## src/rtl/mcyc_ctrl_if.sv

```systemverilog
// mcyc_ctrl_if: control bundle between the multicycle sequencer and the
// datapath/memory it drives.
//   iOp, iFunct    : instruction fields from IR
//   iZero          : ALU zero flag
//   iMemReady      : memory completes the current access this cycle
//   oMemReq..oIllegal : datapath/memory control strobes and selects
//   oInstCount     : retired-instruction count (CNT_W bits)
//   oState         : current sequencer state, for debug
// master = sequencer side, slave = datapath side.
interface mcyc_ctrl_if #(
  parameter int CNT_W = 32
);
  logic [5:0]       iOp;
  logic [5:0]       iFunct;
  logic             iZero;
  logic             iMemReady;
  logic             oMemReq;
  logic             oIorD;
  logic             oMemWrite;
  logic             oIRWrite;
  logic             oPCEn;
  logic [1:0]       oPCSrc;
  logic             oALUSrcA;
  logic [1:0]       oALUSrcB;
  logic [2:0]       oALUControl;
  logic             oRegDst;
  logic             oMemtoReg;
  logic             oRegWrite;
  logic             oRetire;
  logic             oIllegal;
  logic [CNT_W-1:0] oInstCount;
  logic [3:0]       oState;

  modport master (
    input  iOp, iFunct, iZero, iMemReady,
    output oMemReq, oIorD, oMemWrite, oIRWrite, oPCEn, oPCSrc, oALUSrcA,
           oALUSrcB, oALUControl, oRegDst, oMemtoReg, oRegWrite, oRetire,
           oIllegal, oInstCount, oState
  );

  modport slave (
    output iOp, iFunct, iZero, iMemReady,
    input  oMemReq, oIorD, oMemWrite, oIRWrite, oPCEn, oPCSrc, oALUSrcA,
           oALUSrcB, oALUControl, oRegDst, oMemtoReg, oRegWrite, oRetire,
           oIllegal, oInstCount, oState
  );
endinterface

```

## src/rtl/mcyc_ctrl.sv

```systemverilog
// mcyc_ctrl: multicycle MIPS control sequencer for a shared ALU, register
// file and unified instruction/data memory, with a memory ready handshake and
// a retired-instruction counter.
// Ports:
//   iClk      : clock, all state changes on the rising edge
//   iReset_n  : synchronous active-low reset; forces every output to 0 while low
//   bus       : mcyc_ctrl_if.master control bundle (see mcyc_ctrl_if.sv)
//
// state    | code | meaning
// FETCH    | 0    | read instruction at PC, PC+4; waits on ready
// DECODE   | 1    | branch target into ALUOut, dispatch on opcode
// MEMADR   | 2    | A + SignImm address for lw/sw
// MEMREAD  | 3    | data read at ALUOut; waits on ready
// MEMWB    | 4    | MDR -> rt
// MEMWRITE | 5    | store B at ALUOut; waits on ready
// EXECUTE  | 6    | R-type ALU op
// ALUWB    | 7    | ALUOut -> rd
// BRANCH   | 8    | beq compare, PC <- ALUOut when zero
// ADDIEX   | 9    | A + SignImm
// ADDIWB   | 10   | ALUOut -> rt
// JUMP     | 11   | PC <- jump target
module mcyc_ctrl #(
  parameter bit USE_MEM_READY = 1'b1,
  parameter int CNT_W         = 32
) (
  input  logic       iClk,
  input  logic       iReset_n,
  mcyc_ctrl_if.master bus
);

  typedef enum logic [3:0] {
    S_FETCH    = 4'd0,
    S_DECODE   = 4'd1,
    S_MEMADR   = 4'd2,
    S_MEMREAD  = 4'd3,
    S_MEMWB    = 4'd4,
    S_MEMWRITE = 4'd5,
    S_EXECUTE  = 4'd6,
    S_ALUWB    = 4'd7,
    S_BRANCH   = 4'd8,
    S_ADDIEX   = 4'd9,
    S_ADDIWB   = 4'd10,
    S_JUMP     = 4'd11
  } state_t;

  localparam logic [5:0] OP_LW   = 6'b100011;
  localparam logic [5:0] OP_SW   = 6'b101011;
  localparam logic [5:0] OP_RTYP = 6'b000000;
  localparam logic [5:0] OP_BEQ  = 6'b000100;
  localparam logic [5:0] OP_ADDI = 6'b001000;
  localparam logic [5:0] OP_J    = 6'b000010;

  localparam logic [2:0] ALU_ADD = 3'b010;
  localparam logic [2:0] ALU_SUB = 3'b110;
  localparam logic [2:0] ALU_AND = 3'b000;
  localparam logic [2:0] ALU_OR  = 3'b001;
  localparam logic [2:0] ALU_SLT = 3'b111;

  state_t           r_state;
  logic [CNT_W-1:0] r_cnt;

  logic       w_ready;
  logic       w_legal;
  logic       w_memreq, w_iord, w_memwrite, w_irwrite, w_pcen;
  logic [1:0] w_pcsrc;
  logic       w_srca;
  logic [1:0] w_srcb;
  logic [2:0] w_alu;
  logic       w_regdst, w_memtoreg, w_regwrite, w_retire, w_illegal;
  logic [2:0] w_funct_alu;

  assign w_ready = USE_MEM_READY ? bus.iMemReady : 1'b1;

  assign w_legal = (bus.iOp == OP_LW)   || (bus.iOp == OP_SW)  ||
                   (bus.iOp == OP_RTYP) || (bus.iOp == OP_BEQ) ||
                   (bus.iOp == OP_ADDI) || (bus.iOp == OP_J);

  // Unknown funct codes fall back to add without flagging illegal.
  always_comb begin
    w_funct_alu = ALU_ADD;
    case (bus.iFunct)
      6'b100000: w_funct_alu = ALU_ADD;
      6'b100010: w_funct_alu = ALU_SUB;
      6'b100100: w_funct_alu = ALU_AND;
      6'b100101: w_funct_alu = ALU_OR;
      6'b101010: w_funct_alu = ALU_SLT;
      default:   w_funct_alu = ALU_ADD;
    endcase
  end

  always_ff @(posedge iClk) begin
    if (!iReset_n) begin
      r_state <= S_FETCH;
      r_cnt   <= '0;
    end else begin
      if (w_retire) r_cnt <= r_cnt + {{(CNT_W-1){1'b0}}, 1'b1};
      case (r_state)
        S_FETCH:    if (w_ready) r_state <= S_DECODE;
        S_DECODE: begin
          case (bus.iOp)
            OP_LW, OP_SW: r_state <= S_MEMADR;
            OP_RTYP:      r_state <= S_EXECUTE;
            OP_BEQ:       r_state <= S_BRANCH;
            OP_ADDI:      r_state <= S_ADDIEX;
            OP_J:         r_state <= S_JUMP;
            default:      r_state <= S_FETCH;
          endcase
        end
        // IR holds iOp stable, so it still distinguishes lw from sw here.
        S_MEMADR:   r_state <= (bus.iOp == OP_LW) ? S_MEMREAD : S_MEMWRITE;
        S_MEMREAD:  if (w_ready) r_state <= S_MEMWB;
        S_MEMWB:    r_state <= S_FETCH;
        S_MEMWRITE: if (w_ready) r_state <= S_FETCH;
        S_EXECUTE:  r_state <= S_ALUWB;
        S_ALUWB:    r_state <= S_FETCH;
        S_BRANCH:   r_state <= S_FETCH;
        S_ADDIEX:   r_state <= S_ADDIWB;
        S_ADDIWB:   r_state <= S_FETCH;
        S_JUMP:     r_state <= S_FETCH;
        default:    r_state <= S_FETCH;
      endcase
    end
  end

  // Moore decode; only the handshake strobes look at ready/zero/opcode.
  always_comb begin
    w_memreq   = 1'b0;
    w_iord     = 1'b0;
    w_memwrite = 1'b0;
    w_irwrite  = 1'b0;
    w_pcen     = 1'b0;
    w_pcsrc    = 2'b00;
    w_srca     = 1'b0;
    w_srcb     = 2'b00;
    w_alu      = 3'b000;
    w_regdst   = 1'b0;
    w_memtoreg = 1'b0;
    w_regwrite = 1'b0;
    w_retire   = 1'b0;
    w_illegal  = 1'b0;
    case (r_state)
      S_FETCH: begin
        w_memreq  = 1'b1;
        w_srcb    = 2'b01;
        w_alu     = ALU_ADD;
        w_irwrite = w_ready;
        w_pcen    = w_ready;
      end
      S_DECODE: begin
        w_srcb = 2'b11;
        w_alu  = ALU_ADD;
        if (!w_legal) begin
          w_illegal = 1'b1;
          w_retire  = 1'b1;
        end
      end
      S_MEMADR: begin
        w_srca = 1'b1;
        w_srcb = 2'b10;
        w_alu  = ALU_ADD;
      end
      S_MEMREAD: begin
        w_memreq = 1'b1;
        w_iord   = 1'b1;
      end
      S_MEMWB: begin
        w_memtoreg = 1'b1;
        w_regwrite = 1'b1;
        w_retire   = 1'b1;
      end
      S_MEMWRITE: begin
        w_memreq   = 1'b1;
        w_iord     = 1'b1;
        w_memwrite = 1'b1;
        w_retire   = w_ready;
      end
      S_EXECUTE: begin
        w_srca = 1'b1;
        w_alu  = w_funct_alu;
      end
      S_ALUWB: begin
        w_regdst   = 1'b1;
        w_regwrite = 1'b1;
        w_retire   = 1'b1;
      end
      S_BRANCH: begin
        w_srca   = 1'b1;
        w_alu    = ALU_SUB;
        w_pcsrc  = 2'b01;
        w_pcen   = bus.iZero;
        w_retire = 1'b1;
      end
      S_ADDIEX: begin
        w_srca = 1'b1;
        w_srcb = 2'b10;
        w_alu  = ALU_ADD;
      end
      S_ADDIWB: begin
        w_regwrite = 1'b1;
        w_retire   = 1'b1;
      end
      S_JUMP: begin
        w_pcsrc  = 2'b10;
        w_pcen   = 1'b1;
        w_retire = 1'b1;
      end
      default: ;
    endcase
  end

  // Everything is held at 0 while reset is asserted, so an abandoned
  // instruction cannot leave a write strobe active.
  assign bus.oMemReq     = iReset_n & w_memreq;
  assign bus.oIorD       = iReset_n & w_iord;
  assign bus.oMemWrite   = iReset_n & w_memwrite;
  assign bus.oIRWrite    = iReset_n & w_irwrite;
  assign bus.oPCEn       = iReset_n & w_pcen;
  assign bus.oPCSrc      = {2{iReset_n}} & w_pcsrc;
  assign bus.oALUSrcA    = iReset_n & w_srca;
  assign bus.oALUSrcB    = {2{iReset_n}} & w_srcb;
  assign bus.oALUControl = {3{iReset_n}} & w_alu;
  assign bus.oRegDst     = iReset_n & w_regdst;
  assign bus.oMemtoReg   = iReset_n & w_memtoreg;
  assign bus.oRegWrite   = iReset_n & w_regwrite;
  assign bus.oRetire     = iReset_n & w_retire;
  assign bus.oIllegal    = iReset_n & w_illegal;
  assign bus.oInstCount  = iReset_n ? r_cnt : '0;
  assign bus.oState      = iReset_n ? r_state : 4'd0;

endmodule

```

## src/flat_wrapper.sv

```systemverilog
// flat-port wrapper written by rule: the top's interface ports become plain ports
module mcyc_ctrl_flat 
#(
  parameter bit USE_MEM_READY = 1'b1,
  parameter int CNT_W         = 32
)
  (iClk, iReset_n, bus_iOp, bus_iFunct, bus_iZero, bus_iMemReady, bus_oMemReq, bus_oIorD, bus_oMemWrite, bus_oIRWrite, bus_oPCEn, bus_oPCSrc, bus_oALUSrcA, bus_oALUSrcB, bus_oALUControl, bus_oRegDst, bus_oMemtoReg, bus_oRegWrite, bus_oRetire, bus_oIllegal, bus_oInstCount, bus_oState);
  mcyc_ctrl_if #(.CNT_W(CNT_W)) bus_i ();
  input  logic iClk;
  input  logic iReset_n;
  input wire logic [$bits(bus_i.iOp)-1:0] bus_iOp;
  input wire logic [$bits(bus_i.iFunct)-1:0] bus_iFunct;
  input wire logic [$bits(bus_i.iZero)-1:0] bus_iZero;
  input wire logic [$bits(bus_i.iMemReady)-1:0] bus_iMemReady;
  output wire logic [$bits(bus_i.oMemReq)-1:0] bus_oMemReq;
  output wire logic [$bits(bus_i.oIorD)-1:0] bus_oIorD;
  output wire logic [$bits(bus_i.oMemWrite)-1:0] bus_oMemWrite;
  output wire logic [$bits(bus_i.oIRWrite)-1:0] bus_oIRWrite;
  output wire logic [$bits(bus_i.oPCEn)-1:0] bus_oPCEn;
  output wire logic [$bits(bus_i.oPCSrc)-1:0] bus_oPCSrc;
  output wire logic [$bits(bus_i.oALUSrcA)-1:0] bus_oALUSrcA;
  output wire logic [$bits(bus_i.oALUSrcB)-1:0] bus_oALUSrcB;
  output wire logic [$bits(bus_i.oALUControl)-1:0] bus_oALUControl;
  output wire logic [$bits(bus_i.oRegDst)-1:0] bus_oRegDst;
  output wire logic [$bits(bus_i.oMemtoReg)-1:0] bus_oMemtoReg;
  output wire logic [$bits(bus_i.oRegWrite)-1:0] bus_oRegWrite;
  output wire logic [$bits(bus_i.oRetire)-1:0] bus_oRetire;
  output wire logic [$bits(bus_i.oIllegal)-1:0] bus_oIllegal;
  output wire logic [$bits(bus_i.oInstCount)-1:0] bus_oInstCount;
  output wire logic [$bits(bus_i.oState)-1:0] bus_oState;
  assign bus_i.iOp = bus_iOp;
  assign bus_i.iFunct = bus_iFunct;
  assign bus_i.iZero = bus_iZero;
  assign bus_i.iMemReady = bus_iMemReady;
  assign bus_oMemReq = bus_i.oMemReq;
  assign bus_oIorD = bus_i.oIorD;
  assign bus_oMemWrite = bus_i.oMemWrite;
  assign bus_oIRWrite = bus_i.oIRWrite;
  assign bus_oPCEn = bus_i.oPCEn;
  assign bus_oPCSrc = bus_i.oPCSrc;
  assign bus_oALUSrcA = bus_i.oALUSrcA;
  assign bus_oALUSrcB = bus_i.oALUSrcB;
  assign bus_oALUControl = bus_i.oALUControl;
  assign bus_oRegDst = bus_i.oRegDst;
  assign bus_oMemtoReg = bus_i.oMemtoReg;
  assign bus_oRegWrite = bus_i.oRegWrite;
  assign bus_oRetire = bus_i.oRetire;
  assign bus_oIllegal = bus_i.oIllegal;
  assign bus_oInstCount = bus_i.oInstCount;
  assign bus_oState = bus_i.oState;
  mcyc_ctrl #(.USE_MEM_READY(USE_MEM_READY), .CNT_W(CNT_W)) u_core (.iClk(iClk), .iReset_n(iReset_n), .bus(bus_i));
endmodule
```

## config.mk

```make
export PLATFORM = sky130hd
export DESIGN_NAME = mcyc_ctrl_flat
export DESIGN_NICKNAME = d
export VERILOG_FILES = /design/src/rtl/mcyc_ctrl_if.sv /design/src/rtl/mcyc_ctrl.sv /design/src/flat_wrapper.sv
export SDC_FILE = /design/constraint.sdc
export NUM_CORES = 1
export LEC_CHECK = 0
export CAP_MARGIN = 20
export CORE_UTILIZATION = 50
export CTS_BUF_LIST = sky130_fd_sc_hd__clkbuf_8
export DETAILED_ROUTE_END_ITERATION = 10
export GPL_TIMING_DRIVEN = 0
export PLACE_DENSITY = 0.92
export REMOVE_ABC_BUFFERS = 1
export SYNTH_ARGS = -nofsm -noshare
export SYNTH_HDL_FRONTEND = slang
export SYNTH_SLANG_ARGS = --single-unit
```

## constraint.sdc

```tcl
create_clock -name iClk -period 2.6 [get_ports iClk]
set_input_delay 0.52 -clock iClk [delete_from_list [all_inputs] [get_ports iClk]]
set_output_delay 0.52 -clock iClk [all_outputs]
set_load 0.005 [all_outputs]
```

Word level (Yosys, flattened, before mapping) --
Index checks and enable logic that the tools add are counted. Widths: inputs -> output; s select.
Word-level totals: RAM bits 0, ROM bits 0, flip-flop bits (word level) 36, output and inout port bits 54, word-level logic and storage cells 80, latch bits 0, memories kept 0
Cells by class: div/mod/pow operators 0, reduce and logical (&&, ||, !) cells 16, $lt $le $gt $ge 0, shifts and indexed selects 0, mux-type cells 24, $add $sub $neg 1, multipliers 0, equal/unequal tests 23, bitwise gates (word level) 14
Operator list (number):
- $eq 6x6->1 const B | 6
- $add 32x1->32 const B | 1
- $mux 32 | 1
- $pmux 4 s7 | 1
- $pmux 4 s5 | 1
- $eq 4x3->1 const B | 4
- $eq 4x4->1 const B | 4
- $mux 4 | 4
- $pmux 3 s4 | 1
- $and 1x1->1 | 11
- $mux 1 | 10
- $pmux 3 s3 | 1
- $eq 4x2->1 const B | 2
- $reduce_or 4->1 | 2
- $eq 6x2->1 const B | 1
- $eq 6x3->1 const B | 1
- $eq 6x4->1 const B | 1
- $logic_not 6->1 | 1
- $ne 2x2->1 const B | 3
- $pmux 1 s3 | 2
- $pmux 2 s3 | 1
- $reduce_or 2->1 | 3
- $reduce_or 3->1 | 2
- $logic_or 1x1->1 | 5
- 8 further kinds | 9

Depth between registers and ports, before layout --
Gate-level depths: netlist of run 1.
depth after elaboration 9, mapped depth 9, depth with buffers taken out 5

Least setup slack after synthesis of run 1 --
No wires, ideal clock.
path type input-to-output, from input port bus_iOp[2], to output port bus_oRetire, data arrival time 1.677 ns, buffers on the path 2, cell stages on the path 6, setup slack 0.403 ns, cell sequence maj3_1 -> o21ai_1 -> o221a_4 -> buf_4 -> buf_2 -> nor2_1
On the way: longest elaborated chain between the ends 9, elaborated cells between the ends (all ways) 14, those cells by class 5 x eq/ne; 2 x mux; 1 x bitwise; 6 x reduce/logical
RTL lines:
- from (decl) | RTL line flat_wrapper.sv:11 | input wire logic [$bits(bus_i.iOp)-1:0] bus_iOp;
- $eq 6x6->1 | RTL line mcyc_ctrl.sv:74 | assign w_legal = (bus.iOp == OP_LW) || (bus.iOp == OP_SW) ||
- $logic_or 1x1->1 (2 in series) | RTL line mcyc_ctrl.sv:74
- $logic_or 1x1->1 (2 in series) | RTL line mcyc_ctrl.sv:75 | (bus.iOp == OP_RTYP) || (bus.iOp == OP_BEQ) ||
- $logic_or 1x1->1 (*) | RTL line mcyc_ctrl.sv:76 | (bus.iOp == OP_ADDI) || (bus.iOp == OP_J);
- $mux 1 (*) | RTL line mcyc_ctrl.sv:152 | if (!w_legal) begin
- $pmux 1 s3 (*) | RTL line mcyc_ctrl.sv:141 | case (r_state)
- $and 1x1->1 (*) | RTL line mcyc_ctrl.sv:225 | assign bus.oRetire = iReset_n & w_retire;
- to (decl) | RTL line flat_wrapper.sv:27 | output wire logic [$bits(bus_i.oRetire)-1:0] bus_oRetire;
Every way passes the cells marked *; elsewhere a longest branch is shown, timed or not.

Worst setup path in the final report of run 1 --
from input port bus_iOp[1], to output port bus_oRetire
Same word-level chain as after synthesis.

==> impl_metrics.json, run 1 <==
{
  "synthToLayoutAreaGrowth_pct": 35.98,
  "ys_seq_area_share_pct": 28.43,
  "worstMarginPinSlew_ns": 0.6516,
  "grt_pass1_vias": 2599,
  "mostFrequentLayoutCells": "clkdlybuf4s50_1 (59), nor2_1 (32), and2_1 (32), dfxtp_1 (32), a21oi_1 (31)",
  "arrival_ns": 2.04,
  "max_slew_margin_pct": 56.23,
  "pre_cts_slack_ns": -1.390,
  "grt_pass1_wl_mm": 11.95,
  "synthFlopType": "dfxtp_1",
  "power_leakage_nw": 1.208,
  "power.density_mw_per_mm2": 335.2,
  "grt_max_degree": 42,
  "std_cell_rows": 25,
  "hold_viol": 0,
  "synth.area.top_cells": "dfxtp_1 (28%), and2_1 (7.9%), a21oi_1 (6.1%)",
  "maxCapViolCount": 0,
  "crit_path_end_kind": "output pin",
  "die-area_mm2": 0.005358,
  "synth_edf_count": 0,
  "drt_iter0_markers": 285,
  "slew_viol_final": 0,
  "total_power_mw": 1.155,
  "coreArea_mm2": 0.004786,
  "diodes": 0,
  "die_x_um": 73.20,
  "fill_cells": 388,
  "grt_overflow": 0,
  "setup_viol": 0,
  "setup_ws_ns": 0.03515,
  "cts-root-buf": "clkbuf_8",
  "period_share_pct": 98.65,
  "peakVddDrop_mv": 0.3142,
  "synth-simple-area-share_pct": 41.81,
  "cts_tree": "yes",
  "utilization_pct": 72.03,
  "synth_top_cell_area_share_pct": 28.43,
  "fin_crit_ns": 2.565,
  "async_flop_share_pct": 0,
  "path_class": "in -> out",
  "ys_warn_count": 0,
  "fmax_mhz": 389.9,
  "clock-skew-final_ns": 0.002936,
  "antenna_found_initial": 0,
  "synth-xor-area-share_pct": 1.382,
  "wl_mm": 7.417,
  "drive_gt1_share_pct": 11.55,
  "wl_per_cell_um": 15.65,
  "insertion_delay_ns": 0.29,
  "synth_area_mm2": 0.002535,
  "finalNetCount": 423,
  "muxShareOfSynthArea_pct": 3.504,
  "cts_hold_buf": 0,
  "synth_cell_types": 50,
  "multi_input_comb_area_mm2": 0.001740,
  "synth_seq_cells": 36,
  "critPathRequiredTime_ns": 2.08,
  "status": "finished, final reports clean",
  "die_h_um": 73.20,
  "synth_compound_area_share_pct": 17.87,
  "worstPathMaxFanout": 5,
  "h-tree-depth": 2,
  "dp_hpwl_mm": 4.604,
  "hp-class": "reg -> reg",
  "synth_area_leader_cell": "dfxtp_1",
  "drc": 0,
  "clockBufferDepth": 2,
  "synthAdderAreaFrac_pct": 0.8885,
  "grtUsageTotal_pct": 28.45,
  "via_per_inst": 6.124,
  "vias": 2903,
  "syn_inst": 345,
  "rsz0062_at_grt": "true",
  "cts_buffers": 5,
  "ios": 70,
  "ant_nets": 0,
  "clkTransAtPathRegs_ns": 0.07,
  "portBuffers": 69,
  "start_util_pct": 52.97,
  "firstDrtPassIters": 4,
  "synth_top_family_by_area": "simple AND/OR/NAND/NOR gates",
  "seq_area_um2": 735.7,
  "place_congestion": 0.8688,
  "startpoint_type": "input pin",
  "cts.sinks": 36,
  "syn_area_per_cell_um2": 7.348,
  "final_common_cell": "clkdlybuf4s50_1"
}
final timing paths:
kind                            to  slack (ns)  depth (start not counted)        startpoint
hold reg to reg   u_core.r_cnt[31]        0.49                          2  u_core.r_cnt[31]
setup reg to reg  u_core.r_cnt[22]        0.28                          5   u_core.r_cnt[2]
hold / removal    u_core.r_cnt[31]        0.49                          2  u_core.r_cnt[31]
setup / recovery       bus_oRetire        0.04                          6        bus_iOp[1]
state kept, by name, indices dropped and copies added, names as in the netlist:
signal / flops
u_core.r_state: 4
u_core.r_cnt: 32
report_power, final:
| group | internal [mW] | total, mW | leakage [nW] | switching, mW |
|---|---|---|---|---|
| clock | 0.211 | 0.418 | 0.0486 | 0.207 |
| combinational | 0.0770 | 0.174 | 0.866 | 0.0968 |
| sequential | 0.552 | 0.564 | 0.293 | 0.0115 |
| total | 0.841 | 1.16 | 1.21 | 0.315 |
routing by layer:
layer | share of wire [%] | GRT usage, % | vias up
met5 | 0 | 0 | -
met2 | 49 | 48.35 | 138
met1 | 41 | 34.75 | 1360
met3 | 8.3 | 6.492 | 20
li1 | - | - | 1385
met4 | 2.1 | 10.89 | 0
area by class of cell:
type                    count  area share, %
flip-flops and latches     36          21.34
clock inverters             2         0.3267
multi-input cells         278          50.49
well taps                  67          2.432
inverters                   8         0.9800
clock buffers               6          2.396
repair buffers             77          22.03
logic make-up after synthesis:
| logic type | after synthesis |
|---|---|
| and+or+nand+nor | 189 |
| adders and majority gates | 2 |
| buffers and inverters | 33 |
| xor gates and xnor gates | 4 |
| DFF | 36 |
| muxes | 8 |
| AOI/OAI and AO/OA | 73 |
critical path: stages:
cell	delay [ns]
dlygate4sd2_1	0.29
maj3_2	0.36
o21ai_4	0.18
o221a_4	0.20
nor2_1	0.04
clkdlybuf4s50_1	0.45
through the flow:
step                      area [um2]  setup TNS, ns  instances  hold WS (ns)
after floorplan                 2410              0        320        0.4473
after global placement          3184         -54.44        456        0.4552
after detailed placement        3212         -40.15        457        0.4715
after CTS                       3427     -0.0005320        474        0.4813
after global routing            3447       -0.01950        474        0.5102
final                           3447              0        474        0.4858
cells in the mapped netlist, types with 2 or more instances:
cell type  count
dfxtp_1       36
nor2_1        33
and2_1        32
a21oi_1       31
nand2_1       27
o21ai_0       17
nand3_1       16
clkbuf_1      13
nand4_1       12
or3_1         12
o31ai_1       11
or4_1         10
and3_1         8
inv_1          8
nand2b_1       8
nor3_1         8
mux2_2         7
nor2b_1        6
and4_1         4
nor4_1         4
buf_1          3
buf_2          3
buf_4          3
xor2_1         3
a211oi_1       2
a31oi_1        2
buf_6          2
nor4b_1        2
what timing repair did:
action / in CTS / in global routing
setup buffers: 7 / 0
cloned: 2 / 0
endpoints found under the setup margin: 57 / 5
pin swaps: 8 / 3
resized for setup: 32 / 13
Note: power is estimated with default switching activity, not from simulation.
==> inputs of run 2 (changes only) <==
CTS_CLUSTER_SIZE = 28   (was not set)
==> results of run 2 <==
The final DEF is identical to that of run 1; final timing and power are the same.
==> inputs of run 3 (changes only) <==
CORE_ASPECT_RATIO = 0.8   (was not set)
CORE_UTILIZATION = 45   (was 50)
PLACE_DENSITY = 0.88   (was 0.92)
clock period = 2.3 ns   (was 2.6 ns; I/O delays follow)
==> impl_metrics.json, run 3 (synthesized netlist as in run 1, its figures left out) <==
{
  "peakVddDrop_mv": 0.3163,
  "fill_cells": 437,
  "die-area_mm2": 0.005939,
  "dp_hpwl_mm": 4.661,
  "insertion_delay_ns": 0.29,
  "clkTransAtPathRegs_ns": 0.08,
  "diodes": 0,
  "period_share_pct": 101.1,
  "crit_path_end_kind": "output pin",
  "slowest_stage": "clkdlybuf4s50_1",
  "grt_pass1_wl_mm": 11.92,
  "mostFrequentLayoutCells": "clkdlybuf4s50_1 (55), nor2_1 (32), and2_1 (32), dfxtp_1 (32), a21oi_1 (31)",
  "fmax_mhz": 430.2,
  "power.density_mw_per_mm2": 389.3,
  "setup_ws_ns": -0.02433,
  "drive_gt1_share_pct": 15.35,
  "die_h_um": 69.13,
  "largest-register": "u_core.r_cnt",
  "power_leakage_nw": 1.301,
  "seq_area_um2": 735.7,
  "violations": "negative setup slack",
  "slew_viol_final": 0,
  "max_slew_margin_pct": 52.69,
  "start_util_pct": 46.64,
  "path_class": "reg -> out",
  "rsz0062_at_grt": "true",
  "portBuffers": 69,
  "cts_buffers": 5,
  "maxCapViolCount": 0,
  "ios": 70,
  "wl_mm": 7.689,
  "finalNetCount": 433,
  "firstDrtPassIters": 7,
  "tns_ns": -0.02433,
  "clockBufferDepth": 2,
  "grt_pass1_vias": 2553,
  "die_x_um": 85.92,
  "h-tree-depth": 2,
  "critPathRequiredTime_ns": 1.84,
  "startpoint_type": "register",
  "multi_input_comb_area_mm2": 0.001749,
  "reg_top3": "u_core.r_cnt: 32 flops, u_core.r_state: 4 flops",
  "hold_viol": 0,
  "hold-worst-slack_ns": 0.4794,
  "place_congestion": 0.8918,
  "cp_slowest_stage_delay_ns": 0.54,
  "grt_overflow": 0,
  "ant_nets": 0,
  "drt_iter0_markers": 544,
  "vias": 2945,
  "largest_reg_flops": 32,
  "fin_crit_ns": 2.324,
  "coreArea_mm2": 0.005435,
  "worstMarginPinSlew_ns": 0.7031,
  "wl_per_cell_um": 15.53,
  "cts-root-buf": "clkbuf_8",
  "worstPathMaxFanout": 11,
  "drc": 0,
  "crit_chain": "clkinvlp_4 -> o21ai_0 -> a21oi_1 -> nor2_1 -> clkdlybuf4s50_1",
  "via_per_inst": 5.949,
  "grtUsageTotal_pct": 24.79,
  "arrival_ns": 1.86,
  "synthToLayoutAreaGrowth_pct": 40.72,
  "clock-skew-final_ns": 0.01094,
  "antenna_found_initial": 0,
  "cts.sinks": 36,
  "status": "finished, violations left",
  "hp-class": "reg -> reg",
  "cts_tree": "yes",
  "final_common_cell": "clkdlybuf4s50_1",
  "std_cell_rows": 24,
  "setup_viol": 1,
  "grt_max_degree": 42
}
==> run 3: final cells by class <==
type / count / area share [%]
clock buffers: 5 / 1.929
clock inverters: 3 / 1.087
inverters: 8 / 1.052
multi-input cells: 278 / 49.04
flip-flops and latches: 36 / 20.62
well taps: 78 / 2.736
repair buffers: 87 / 23.54
==> run 3: path summary, 6_finish.rpt <==
kind,startpoint,endpoint,slack (ns),cells past startpoint
worst max-delay path,u_core.r_state[1],bus_oPCEn,-0.02,5
worst min-delay path,u_core.r_cnt[31],u_core.r_cnt[31],0.48,2
worst max register to register,u_core.r_cnt[2],u_core.r_cnt[15],0.10,5
worst min register to register,u_core.r_cnt[31],u_core.r_cnt[31],0.48,2
==> run 3: per-stage QoR <==
step                      area [um2]  std cells  worst slack [ns]  utilization [%]  power, mW
after floorplan                 2410        320            0.2079                -     0.7298
after global placement          3198        467            -1.928            58.84     0.8128
after detailed placement        3226        468            -1.638            59.35     0.8224
after CTS                       3473        485           -0.1153            63.90      1.383
after global routing            3567        495          -0.09008            65.63      1.442
final                           3567        495          -0.02433            65.63      1.389
==> run 3: metal layers <==
metal | part of all wire (%) | track usage (%) | vias up
met3 | 9.2 | 4.551 | 21
met2 | 46 | 39.07 | 164
met1 | 43 | 33.90 | 1361
met5 | 0 | 0 | -
li1 | - | - | 1399
met4 | 2.1 | 8.519 | 0
==> run 3: critical path, delay by kind of cell (launching register included) <==
family / cells / cell delay (ns)
buffers and inverters: 2 / 0.72
AO/OA/AOI/OAI: 2 / 0.30
AND/OR/NAND/NOR: 1 / 0.12
flip-flops: 1 / 0.43
==> run 3: where the power goes <==
group | internal (mW) | total (mW) | leakage [nW] | switching, mW
clock network | 0.317 | 0.550 | 0.0593 | 0.233
logic | 0.0888 | 0.202 | 0.949 | 0.114
registers | 0.624 | 0.636 | 0.293 | 0.0118
total | 1.03 | 1.39 | 1.30 | 0.358
==> run 3: timing repair <==
action	4_1_cts	5_1_grt
hold buffers	0	0
buffers inserted	7	10
gates resized for setup	50	10
setup endpoints to repair	82	14
gates cloned	2	0
pin swaps	7	5
